## src/rtl/half_adder_2_pkg.sv

```systemverilog
// rtl/half_adder_2_pkg.sv - shared constants for the registered half adder
package half_adder_2_pkg;

    localparam int CNT_W_DEFAULT = 8;

endpackage

```

## src/rtl/half_adder_2_core.sv

```systemverilog
// rtl/half_adder_2_core.sv - purely combinational 1-bit half adder cell
module half_adder_core (
    input  logic s,
    input  logic c_in,
    output logic sum,
    output logic c_out
);

    assign sum   = s ^ c_in;
    assign c_out = s & c_in;

endmodule

```

## src/rtl/half_adder_2.sv

```systemverilog
// rtl/half_adder_2.sv - half adder with registered result and saturating carry-event counter
module half_adder_2
    import half_adder_2_pkg::*;
#(
    parameter int CNT_W = CNT_W_DEFAULT
) (
    input  logic             clk,
    input  logic             rst,
    input  logic             s,
    input  logic             c_in,
    input  logic             in_valid,
    input  logic             clr_count,
    output logic             sum,
    output logic             c_out,
    output logic             sum_q,
    output logic             c_out_q,
    output logic             out_valid,
    output logic [CNT_W-1:0] carry_count
);

    localparam logic [CNT_W-1:0] CNT_MAX = {CNT_W{1'b1}};

    logic             core_sum;
    logic             core_cout;
    logic             res_sum_q,  res_sum_d;
    logic             res_cout_q, res_cout_d;
    logic             valid_q,    valid_d;
    logic [CNT_W-1:0] count_q,    count_d;

    half_adder_core u_core (
        .s     (s),
        .c_in  (c_in),
        .sum   (core_sum),
        .c_out (core_cout)
    );

    // Gating on in_valid first keeps X on idle data out of the registers.
    always_comb begin
        res_sum_d  = res_sum_q;
        res_cout_d = res_cout_q;
        valid_d    = in_valid;
        count_d    = count_q;
        if (in_valid) begin
            res_sum_d  = core_sum;
            res_cout_d = core_cout;
        end
        if (clr_count) begin
            count_d = '0;
        end else if (in_valid && core_cout && (count_q != CNT_MAX)) begin
            count_d = count_q + 1'b1;
        end
    end

    always_ff @(posedge clk or posedge rst) begin
        if (rst) begin
            res_sum_q  <= 1'b0;
            res_cout_q <= 1'b0;
            valid_q    <= 1'b0;
            count_q    <= '0;
        end else begin
            res_sum_q  <= res_sum_d;
            res_cout_q <= res_cout_d;
            valid_q    <= valid_d;
            count_q    <= count_d;
        end
    end

    assign sum         = core_sum;
    assign c_out       = core_cout;
    assign sum_q       = res_sum_q;
    assign c_out_q     = res_cout_q;
    assign out_valid   = valid_q;
    assign carry_count = count_q;

endmodule

```

## config.mk

```make
export PLATFORM = sky130hd
export DESIGN_NAME = half_adder_2
export DESIGN_NICKNAME = d
export VERILOG_FILES = /design/src/rtl/half_adder_2_pkg.sv /design/src/rtl/half_adder_2_core.sv /design/src/rtl/half_adder_2.sv
export SDC_FILE = /design/constraint.sdc
export NUM_CORES = 1
export LEC_CHECK = 0
export CORE_AREA = 2 2 39 41
export CTS_CLUSTER_SIZE = 25
export DETAILED_ROUTE_END_ITERATION = 8
export DIE_AREA = 0 0 41 43
export PLACE_DENSITY = 0.67
export SLEW_MARGIN = 15
export SYNTH_ARGS = -nofsm -noshare
export SYNTH_HDL_FRONTEND = slang
export SYNTH_SLANG_ARGS = --single-unit
export TNS_END_PERCENT = 50
```

## constraint.sdc

```tcl
create_clock -name clk -period 4.4 [get_ports clk]
set_clock_uncertainty 0.1 [all_clocks]
set_input_delay 1.32 -clock clk [delete_from_list [all_inputs] [get_ports clk]]
set_output_delay 1.32 -clock clk [all_outputs]
set_load 0.005 [all_outputs]
```

==> results by group, run 1 <==
Power and ir drop
  • Clock power frac: roughly a third
  • Comb pwr share: 11.9%
  • P_leak: 0.313 nW
  • Sw Pwr: between 0.00004 and 0.00005 W
  • Net Sw Frac: 23.3%
  • Total power: 0.000199 W
  • Total internal power: 0.000153 W
  • Worst vdd rail ir drop: around 0.21 mV
  • Sequential share of power: 53.4%
  • Power Density: about 270 nW/µm²

Cells and area
  • Fin area: 742 µm²
  • Layout net count: 78
  • Layout area overhead: 43.2%
  • Commonest cells after routing, fill and taps aside: clkdlybuf4s50_1, dfrtp_1, nor2_1
  • Layout cell share with drive strength beyond 1: 10.1%
  • Most common cell after layout, fill and taps aside: clkdlybuf4s50_1
  • Diode count: 0

Synthesis
  • Mean Syn Cell Area: ~11 µm²
  • Yosys warns: 0
  • Synthesized area: 518 µm²
  • Mux cell area share after synthesis: 4.11%
  • Xor and xnor area share after synthesis: 6.76%
  • Post-Synth Simple-Gate Area: 17.6%
  • Syn Inst Count: 48
  • Post-Synth Adder-Cell Area: 4.83%
  • Distinct cells, synth: 19
  • #FFs+latches synth: 11
  • Largest family of logic cells by synthesized area: simple AND/OR/NAND/NOR gates
  • Net Count, Synth: 56
  • Compound-Gate Fraction of Synth Area: 11.4%
  • Seq/Total Area, Yosys: 53.1%

Placed design
  • RePlAce Congestion: 0.702
  • Port Buffers: 18
  • Post-DP Area: 714 µm²

Clocking
  • CTS Root Cell: clkbuf_4
  • CTS tree: built
  • # hold bufs at CTS: 0
  • Clock buffer count from CTS: 3
  • PostCTS Resize Cnt: 0
  • Clock Sinks: 11
  • Clock tree buffer depth: 2
  • Worst-Skew Late Latency: 0.27 ns
  • H-tree Lvls: 1
  • Clk pin slew, worst setup/hold paths: approximately 0.07 ns
  • Post-CTS Setup Inserts: 0

STA
  • Fin. max-slew vios: 0
  • Tmin final: 3.94 ns
  • Worst-Margin Slew: 0.439 ns
  • Slew HR: 70.6%
  • Max Freq: 254 MHz
  • Unrepaired setup endpoints after global routing: no
  • Final setup vio count: 0
  • Hold Fails Final Rpt: 0
  • Period Utilization, post-route: 89.5%
  • Setup TNS: 0 ns

Drt
  • Routed WL per cell: 12.4 µm
  • Drt drc: 0
  • Drt via density: 4.94
  • DRT iter0 DRCs: 3
  • Via count: 420
  • Detailed-router iteration count before antenna repair: 2
  • Routed Antenna Nets: 0
  • Total wire length: roughly 1.1 mm

Floorplanning
  • Die height: approximately 43 µm
  • FP Rows: 14
  • Die span in x: 41 µm
  • Die area: ~1800 µm²
  • Core area: 1380 µm²
  • Initial Util: 37.4%
  • Io pins: 19

Run
  • Max_cap viols: 0

GRT
  • GR Overflow Total: 0
  • Global Route Usage Sum: 14.9%
  • Initial antenna violation count: 0
  • Global-route wire length before repair: about 1.8 mm
  • Largest net degree at the start of global routing: 12
  • Vias in the first global route: 408

Critical path
  • WS Path Type: input pin to output port
  • Setup crit start kind: input pin
  • Cell repeated most along the worst path: clkdlybuf4s50_1
  • Crit path cell chain: clkdlybuf4s50_1 > ha_1 > clkdlybuf4s50_1
  • Critical path required time: approximately 3.0 ns
  • CP Max Fanout: 2
  • Worst Path Arrival: 2.52 ns
  • CP max-delay cell: clkdlybuf4s50_1
  • CP Capture Type: output port
  • CP peak stage delay: 0.50 ns

Worst hold path
  • Min-Delay Path Class: flop to flop

Run status
  • Status: finished, final reports clean
## stage by stage
stage,setup slack (ns),instances,hold slack [ns],utilization [%]
5_1_grt,0.423,85,0.449,53.6
4_1_cts,0.460,85,0.413,53.6
6_report,0.464,85,0.411,53.6
3_5_place_dp,0.460,81,0.396,51.6
2_1_floorplan,1.37,48,0.405,-
3_3_place_gp,0.475,81,0.396,51.6
## worst max-delay path, delay by kind of cell
kind	cells	cell delay (ns)
fa+ha+maj	1	0.30
buf+inv	2	0.90
## power groups by stage
stage / Sequential (W) / Clock (W) / Combinational [W]
6_report: 0.000106 / 0.0000689 / 0.0000236
2_1_floorplan: 0.000108 / 0 / 0.00000788
3_5_place_dp: 0.000108 / 0 / 0.0000240
5_1_grt: 0.000107 / 0.0000756 / 0.0000266
3_3_place_gp: 0.000108 / 0 / 0.0000239
4_1_cts: 0.000106 / 0.0000708 / 0.0000240
## area by class of cell
class                      instances  area (µm²)
clock inverter                     1        5.00
fill                             147         642
timing repair buffer              18         180
tap                               16        20.0
sequential                        11         275
inverter                           2        7.51
multi-input combinational         34         231
clock buffer                       3        22.5
## routing by layer
metal	wire length, µm	GRT usage [%]
met1	551	21.7
met5	0	0
met3	51	3.14
met2	442	20.0
met4	5	8.00
## path summary, 6_finish.rpt
check	from	to	slack (ns)	cells past startpoint
hold / removal	sum_q	sum_q	0.41	1
setup / recovery	s	sum	0.46	3
min in group asynchronous	rst	out_valid	1.24	2
max in group asynchronous	rst	carry_count[0]	2.66	2
setup reg to reg	carry_count[1]	carry_count[6]	2.65	5
hold reg to reg	sum_q	sum_q	0.41	1
## sequential cells by signal, summed over array words and instances, names as in the netlist
register / flops
out_valid: 1
sum_q: 1
carry_count: 8
c_out_q: 1
## kinds of logic after synthesis
family	Yosys count
xor gates and xnor gates	4
AOI/OAI and AO/OA	10
buffers and inverters	3
muxes	2
adders and majority gates	2
DFF	11
and+or+nand+nor	16
## synth_stat cells
master	count	area [µm²]
a21oi_1	3	15.0
and4_1	1	8.76
buf_1	1	3.75
dfrtp_1	11	275
ha_1	2	25.0
inv_1	2	7.51
mux2_2	1	11.3
mux2i_1	1	10.0
nand2_1	3	11.3
nand3_2	1	10.0
nand4_1	2	12.5
nor2_1	5	18.8
o2111ai_1	1	8.76
o211ai_1	1	7.51
o21ai_0	4	20.0
o21bai_1	1	7.51
or3_1	3	18.8
or3b_4	1	11.3
xor2_1	4	35.0
Power figures use the tool's default switching activity.
==> run 2: changes to the inputs <==
CAP_MARGIN = 10   (was default)
clock period = 4.3 ns   (was 4.4 ns; I/O delays follow)
==> results of run 2 <==
The final DEF is identical to that of run 1. Status: finished, final reports clean.
Main changes from that run: setup slack after placement 0.460 ns -> 0.420 ns; setup slack after layout 0.464 ns -> 0.424 ns; register-to-register setup slack 2.65 ns -> 2.55 ns; total power 0.000199 W -> 0.000203 W; worst IR drop on VDD 0.215 mV -> 0.220 mV
